## src/rtl/keypad_scan_dbnc.sv

```systemverilog
// keypad_scan_dbnc: 4x4 keypad column scanner with press/release debounce and no rollover.
// Define KEYPAD_SYNC_EN to pass row_n through a two-flop synchronizer.
module keypad_scan_dbnc #(
  parameter int SCAN_DIV    = 4,
  parameter int DBNC_CYCLES = 50
) (
  input  logic       clk,
  input  logic       nrst,
  input  logic [3:0] row_n,
  output logic [3:0] col_n,
  output logic [3:0] key_code,
  output logic       key_valid,
  output logic       key_held
);
  localparam int MAXC = SCAN_DIV > DBNC_CYCLES ? SCAN_DIV : DBNC_CYCLES;
  localparam int W = $clog2(MAXC + 1);
  localparam logic [W-1:0] DWELL_TC = W'(SCAN_DIV - 1);
  localparam logic [W-1:0] DBNC_TC = W'(DBNC_CYCLES);
  // nibble {row,col} holds the hex legend of that key
  localparam logic [63:0] KMAP = 64'hDF0E_C987_B654_A321;
  typedef enum logic [1:0] {SCAN, DBNC_PRESS, HELD, DBNC_REL} state_t;
  state_t state_q;
  logic [3:0] row_act;
  logic [1:0] col_q, col_d, row_q, row_enc;
  logic [W-1:0] dwell_q, dwell_d, cnt_q, cnt_d;
  logic one_row, row_on;
`ifdef KEYPAD_SYNC_EN
  logic [3:0] sync1_q, sync2_q;
  always_ff @(posedge clk or negedge nrst)
    if (!nrst) begin
      sync1_q <= '1;
      sync2_q <= '1;
    end else begin
      sync1_q <= row_n;
      sync2_q <= sync1_q;
    end
  assign row_act = ~sync2_q;
`else
  assign row_act = ~row_n;
`endif
  always_comb begin
    col_d   = col_q + 2'd1;
    dwell_d = dwell_q == '1 ? dwell_q : dwell_q + W'(1);
    cnt_d   = cnt_q == '1 ? cnt_q : cnt_q + W'(1);
    one_row = row_act != 4'd0 && (row_act & (row_act - 4'd1)) == 4'd0;
    row_enc = row_act[3] ? 2'd3 : row_act[2] ? 2'd2 : row_act[1] ? 2'd1 : 2'd0;
    row_on  = row_act[row_q];
  end
  always_ff @(posedge clk or negedge nrst)
    if (!nrst) begin
      state_q   <= SCAN;
      col_q     <= 2'd0;
      col_n     <= 4'b1110;
      row_q     <= 2'd0;
      dwell_q   <= '0;
      cnt_q     <= '0;
      key_code  <= 4'h0;
      key_valid <= 1'b0;
      key_held  <= 1'b0;
    end else begin
      key_valid <= 1'b0;
      case (state_q)
        SCAN:
          if (dwell_q == DWELL_TC) begin
            dwell_q <= '0;
            if (one_row) begin
              row_q   <= row_enc;
              cnt_q   <= '0;
              state_q <= DBNC_PRESS;
            end else begin
              col_q <= col_d;
              col_n <= ~(4'b0001 << col_d);
            end
          end else dwell_q <= dwell_d;
        DBNC_PRESS:
          if (!row_on) begin
            state_q <= SCAN;
            col_q   <= col_d;
            col_n   <= ~(4'b0001 << col_d);
          end else begin
            cnt_q <= cnt_d;
            if (cnt_d == DBNC_TC) begin
              key_valid <= 1'b1;
              key_code  <= KMAP[{row_q, col_q, 2'b00} +: 4];
              key_held  <= 1'b1;
              state_q   <= HELD;
            end
          end
        HELD:
          if (!row_on) begin
            cnt_q   <= '0;
            state_q <= DBNC_REL;
          end
        DBNC_REL:
          if (row_on) state_q <= HELD;
          else begin
            cnt_q <= cnt_d;
            if (cnt_d == DBNC_TC) begin
              key_held <= 1'b0;
              state_q  <= SCAN;
              dwell_q  <= '0;
              col_q    <= col_d;
              col_n    <= ~(4'b0001 << col_d);
            end
          end
        default: state_q <= SCAN;
      endcase
    end
endmodule

```

## config.mk

```make
export PLATFORM = sky130hd
export DESIGN_NAME = keypad_scan_dbnc
export DESIGN_NICKNAME = d
export VERILOG_FILES = /design/src/rtl/keypad_scan_dbnc.sv
export SDC_FILE = /design/constraint.sdc
export NUM_CORES = 1
export LEC_CHECK = 0
export ABC_AREA = 1
export CORE_MARGIN = 2
export CORE_UTILIZATION = 58
export DETAILED_ROUTE_END_ITERATION = 6
export PLACE_DENSITY = 0.8
export SYNTH_ARGS = -nofsm -noshare
export SYNTH_HDL_FRONTEND = slang
export SYNTH_SLANG_ARGS = --single-unit
```

## constraint.sdc

```tcl
create_clock -name clk -period 1.88 [get_ports clk]
set_input_delay 0.376 -clock clk [delete_from_list [all_inputs] [get_ports clk]]
set_output_delay 0.376 -clock clk [all_outputs]
set_load 0.01 [all_outputs]
```

==> impl_results.md, run 1 <==
- Status: finished clean
- 1st-iter DRT viols: 74
- Crit-path max FO: 2
- Cell depth of the worst setup path: 1
- Tmin final: 1.79 ns
- Crit Path Class: reg -> out
- Clock sinks: 28
- Cells after synthesis: 236
- Most common cell after layout, fill and taps aside: nand2_1
- Min Hold Slack: 0.405 ns
- Crit path buf inv count: 1
- Ant. Diodes: 0
- Total track usage: 21.4%
- Final ANT Viol Nets: 0
- H-tree Lvls: 1
- Row Count: 20
- Drt drc: 0
- Layout area overhead: 15.5%
- Register-to-register setup slack: 0.12 ns
- Area of the core: 0.00310 mm²
- CTS Root Cell: clkbuf_4
- Vias: 1580
- Reg2reg end: col_q[1]
- Final setup viols: 0
- TritonCTS clock tree: built
- First-pass GRT wire length: between 6000 and 7000 µm
- FF+latch count, synth: 28
- Rel. slew slack: 76.7%
- CP arrival: 1.41 ns
- PwrDens: slightly above 400 mW/mm²
- Crit Reg-Reg Startpoint: cnt_q[0]
- Switching power: 0.200 mW
- Fmax: approximately 0.56 GHz
- Per-cell routed wire length: between 10 and 15 µm
- Drt via density: 5.13
- DIE AREA: 0.00381 mm²
- Non-Filler Instances: 308
- Register area share after synthesis: 36.5%
- Port bufs: 15
- RSZ-0062 raised after global routing: true
- Critical Path Start Type: flop
- Slowest cell delay on critical path: 0.57 ns
- Dpl cells: 302
- Final HPWL DP: between 2000 and 3000 µm
- Commonest cells after routing, fill and taps aside: nand2_1, inv_1, dfrtp_1
- Period utilization: 95.1%
- CTS Buffer Depth: 2
- Mean Syn Cell Area: 8.18 µm²
- Final #Nets: approximately 290
- Hold Buf Count CTS: 0
- Reg clk slew, reported paths: 0.15 ns
- Max Slew Vio Count: 0
- Crit-path cells: clkdlybuf4s50_1
- Synthesized area: 0.00193 mm²
- Vias in the first global route: 1463
- DRT Pass-1 Iters: 4
- Initial core utilization: 62.2%
- Worst r2r path cells: 12
- Max-capacitance violation count: 0
- Die height: 61.7 µm
- Syn nets: 256
- Yosys warns: 0
- Worst-margin pin slew: between 0.3 and 0.4 ns
- Sw frac: 22.1%
- Worst Hold Class: in -> async
- Die span in x: 61.7 µm
- Crit-path leading delay family: flip-flops
- Pre-CTS setup slack: -0.201 ns
- Final Wtd Congestion: approximately 0.83
- Layout cells sized above 1: 23.5%
- Worst vdd ir: 0.000361 V
- Share of total power in sequential cells: 66.5%
- Final worst slack: 0.0916 ns
- Setup TNS: 0 ns
- Grt ovf: 0
- Logic pwr share: 5.3%
- Filler Cell Count: 261
- Clock Power Share: between 20% and 30%
- I/O Pins: 16
- Critical Path RT: 1.50 ns
- CP endpoint kind: output pin
- Clock Latency Late Sink: 0.32 ns
- Routed Wire Length: 3420 µm
- Final Skew: 0.00359 ns
- Pin count of the biggest net entering global routing: 29
- Slowest library cell on the worst path: dfstp_2
- Final hold vios: 0
- Fin util: a little under three quarters
- Int Power: a little over 0.7 mW
- Initial antenna violation count: 0
- Leak Pwr: 1.08 nW
- Netlist cell types: 31
- CTS Buf Count: 3
## metrics by stage
stage / total power [mW] / cell area [µm²]
floorplan: 0.632 / 1930
global placement: 0.663 / 2190
detailed placement: 0.664 / 2190
CTS: 0.917 / 2210
global route: 0.959 / 2230
finish: 0.906 / 2230
## cell usage after synthesis (all sizes together)
master,count,area (µm²)
inv,30,115
a32o,1,10.0
ha,14,175
nand4,4,25.0
a21oi,8,47.6
o22ai,1,12.5
nor3,2,15.0
or2,1,6.26
nand2,63,297
dfrtp,25,626
dfstp,3,78.8
o21ai,32,183
nand3,20,128
and3,1,11.3
buf,4,45.0
xor2,1,8.76
xnor2,2,17.5
nor2,22,115
o211ai,2,15.0
## worst max-delay path by stage
stage | end | startpoint
4_1_cts | col_n[3] | col_n[3]
3_5_place_dp | cnt_q[0] | row_n[3]
2_1_floorplan | col_q[1] | cnt_q[0]
3_3_place_gp | cnt_q[1] | row_n[3]
5_1_grt | flop | cnt_q[0]
6_report | col_n[1] | col_n[1]
## metal layers
layer | GRT usage, % | wire (µm)
met4 | 5.47 | 19
met2 | 35.6 | 1660
met3 | 2.07 | 91
met5 | 0 | 0
met1 | 30.3 | 1650
## power by group through the flow
stage | Sequential [mW] | Combinational, mW | Clock (mW)
after floorplan | 0.614 | 0.0179 | 0
after global placement | 0.614 | 0.0494 | 0
after detailed placement | 0.614 | 0.0498 | 0
after CTS | 0.603 | 0.0499 | 0.264
after global routing | 0.603 | 0.0549 | 0.301
final | 0.603 | 0.0484 | 0.255
## logic make-up (layout without fill, tap and decap cells)
family,count (synthesis),in the layout,synth area share (%)
buffers and inverters,34,62,8.30
AO/OA/AOI/OAI,44,44,13.9
flip-flops,28,28,36.5
XOR/XNOR,3,3,1.36
AND/OR/NAND/NOR,113,113,30.9
adder cells (fa/ha/maj),14,14,9.07
## final cells by class
type | instances | area [µm²] | share of cell area [%]
Inverter | 30 | 115 | 5.16
Sequential cell | 28 | 704 | 31.6
Tap cell | 44 | 55.1 | 2.47
Multi-Input combinational cell | 174 | 1070 | 47.9
Timing Repair Buffer | 28 | 260 | 11.7
Clock buffer | 4 | 26.3 | 1.18
## what timing repair did
| action | CTS | global route |
|---|---|---|
| buffers inserted | 0 | 2 |
| endpoints found under the setup margin | 0 | 5 |
| resized for setup | 0 | 1 |
## state kept, by name, summed over array words and instances (netlist names), named ones only
register	flops
state_q	1
row_q	2
col_n	4
col_q	2
key_code	4
dwell_q	6
cnt_q	6
key_held	1
key_valid	1
Note: power is estimated with default switching activity, not from simulation.
==> run 2: changes to the inputs <==
Settings changed: CORE_UTILIZATION 58 to 62, PLACE_DENSITY 0.8 to 0.84.
Clock period 1.88 ns to 2.29 ns, I/O delays scaled along.
==> run 2 against run 1 <==
  * Die area down 6.0%
  * Sequential share of layout area up 1.8 points
  * Clock skew grew 0.0067 ns
  * Global-route usage fell by 0.35 points
  * Total power decreased by 18%
  * Hold slack gained 0.080 ns
  * Clock-buffer cell count is the same
  * Wire length decreased by 2.4%
  * Cell area is 5.3% lower
  * Worst setup slack gained 0.23 ns
  * Critical path type is now reg -> reg
  * Largest cell class unchanged
  * Largest power group unchanged
  * Highest routed layer unchanged
==> impl_results.md, run 2 (synthesis results as in run 1) <==
- Max Slew Vio Count: 0 (unchanged)
- Fin util: 70.3% (was 71.9%)
- Most common cell after layout, fill and taps aside: nand2_1 (unchanged)
- TritonCTS clock tree: built (unchanged)
- Total Power: 0.740 mW (was 0.906 mW)
- Crit Reg-Reg Startpoint: cnt_q[0] (unchanged)
- CP arrival: 2.17 ns (was 1.41 ns)
- Pin count of the biggest net entering global routing: 29 (unchanged)
- Layout cells sized above 1: 19.4% (was 23.5%)
- Fmax: 0.507 GHz
- Leak Pwr: 1.02 nW (was 1.08 nW)
- Multi-input gate area: 0.00107 mm² (about the same)
- Layout area overhead: 9.33% (was 15.5%)
- Commonest cells after routing, fill and taps aside: nand2_1, inv_1, dfrtp_1 (unchanged)
- Ant. Diodes: 0 (unchanged)
- Rel. slew slack: 76.2% (was 76.7%)
- Routed Wire Length: 3340 µm (was 3420 µm)
- Worst-margin pin slew: 0.356 ns (was 0.349 ns)
- Final setup viols: 0 (unchanged)
- Grt ovf: 0 (unchanged)
- Critical Path RT: 2.49 ns (was 1.50 ns)
- Tmin final: 1.97 ns
- Register-to-register setup slack: 0.32 ns (was 0.12 ns)
- Setup TNS: 0 ns (unchanged)
- Hold EP: col_n[2]
- Die span in x: 59.8 µm (was 61.7 µm)
- Top flop regs: cnt_q (6), dwell_q (6) (unchanged)
- CTS resizes: 0 (unchanged)
- First-pass GRT wire length: 5820 µm (was 6240 µm)
- CTS Buf Count: 3 (unchanged)
- Initial core utilization: 64.3% (was 62.2%)
- Die height: 59.8 µm (was 61.7 µm)
- Worst Hold Class: reg -> reg (was in -> async)
- Register area: 704 µm² (unchanged)
- Filler Cell Count: 270 (was 261)
- CTS Root Cell: clkbuf_4 (unchanged)
- Worst vdd ir: 0.000208 V (was 0.000361 V)
- Crit Path Class: reg -> reg (was reg -> out)
- DRT Pass-1 Iters: 5 (was 4)
- Period utilization: 86.1%
- Per-cell routed wire length: 11.7 µm (was 11.1 µm)
- Critical Path Start: cnt_q[0] (was col_n[1])
- Critical Path Start Type: flop (unchanged)
- Clock sinks: 28 (unchanged)
- PwrDens: 351 mW/mm² (was 406 mW/mm²)
- Final Wtd Congestion: 0.808 (was 0.828)
- RSZ-0062 raised after global routing: false (was true)
- Hold path start: col_n[2]
- Hold Buf Count CTS: 0 (unchanged)
- Worst hold path cell count: 2
- H-tree Lvls: 1 (unchanged)
- Initial antenna violation count: 0 (unchanged)
- Post-CTS Setup Bufs: 0 (unchanged)
- Min Hold Slack: 0.485 ns (was 0.405 ns)
- Crit-path max FO: 11 (was 2)
- Port bufs: 15 (unchanged)
- Reg2reg end: col_q[0] (was col_q[1])
- I/O Pins: 16 (unchanged)
- DIE AREA: 0.00358 mm² (was 0.00381 mm²)
- Total track usage: 21.1% (was 21.4%)
- Vias: 1556 (was 1580)
- Final hold vios: 0 (unchanged)
- Status: finished clean (unchanged)
- Worst r2r path cells: 10 (was 12)
- Reg clk slew, reported paths: 0.15 ns (about the same)
- Clock Latency Late Sink: 0.32 ns (about the same)
- CP endpoint kind: flop (was output pin)
- Max-capacitance violation count: 0 (unchanged)
- CTS Buffer Depth: 2 (unchanged)
- Drt drc: 0 (unchanged)
- Final ANT Viol Nets: 0 (unchanged)
- 1st-iter DRT viols: 78 (was 74)
- Area of the core: 0.00300 mm² (was 0.00310 mm²)
- Final Skew: 0.0103 ns (was 0.00359 ns)
- Final HPWL DP: 2650 µm (was 2700 µm)
- Row Count: 20 (unchanged)
- Drt via density: 5.46 (was 5.13)
- Vias in the first global route: 1399 (was 1463)
- Final #Nets: 273 (was 285)
==> run 2: cell count changes in the layout (fill, tap and decap cells not counted), sizes merged <==
cell | previous run | this run
buf | 13 | 1
==> run 2: critical path: stages, from the launching register on <==
cell     delay, ns
dfrtp_1       0.48
ha_1          0.27
inv_1         0.10
nor2_4        0.05
nand2_4       0.09
nand3_2       0.10
nor2_4        0.11
nand3_4       0.13
nand2_4       0.10
nand2_2       0.20
xor2_1        0.21
==> run 2: how the worst max path moves through the flow <==
stage / end / slack, ns
after floorplan: col_q[1] / 0.58
after global placement: col_q[0] / 0.17
after detailed placement: col_q[0] / 0.12
after CTS: col_q[0] / 0.30
after global routing: col_q[0] / 0.17
final: col_q[0] / 0.32
==> run 2: stage by stage <==
stage / instances / setup slack, ns / instance area, µm²
final: 285 / 0.319 / 2110
after global routing: 285 / 0.173 / 2110
after CTS: 285 / 0.303 / 2110
after detailed placement: 281 / 0.122 / 2080
after global placement: 281 / 0.169 / 2080
after floorplan: 236 / 0.581 / 1930
==> run 2: metal layers <==
metal | vias up | routed length, µm | global-route usage [%]
met1 | 725 | 1550 | 26.9
met3 | 2 | 89 | 2.60
met4 | 0 | 21 | 4.44
li1 | 804 | - | -
met5 | - | 0 | 0
met2 | 25 | 1680 | 37.9
==> run 2: final cells by class <==
| cell class | count | share of cell area, % |
|---|---|---|
| Tap cell | 33 | 1.96 |
| Timing Repair Buffer | 16 | 7.47 |
| Multi-Input combinational cell | 174 | 50.5 |
| Sequential cell | 28 | 33.4 |
| Clock buffer | 4 | 1.24 |
| Inverter | 30 | 5.45 |
==> run 2: power by group <==
group          internal (mW)  switching [mW]  total (mW)
registers              0.495               0       0.495
clock network         0.0681           0.140       0.208
logic                 0.0144          0.0230      0.0374
total                  0.577           0.163       0.740
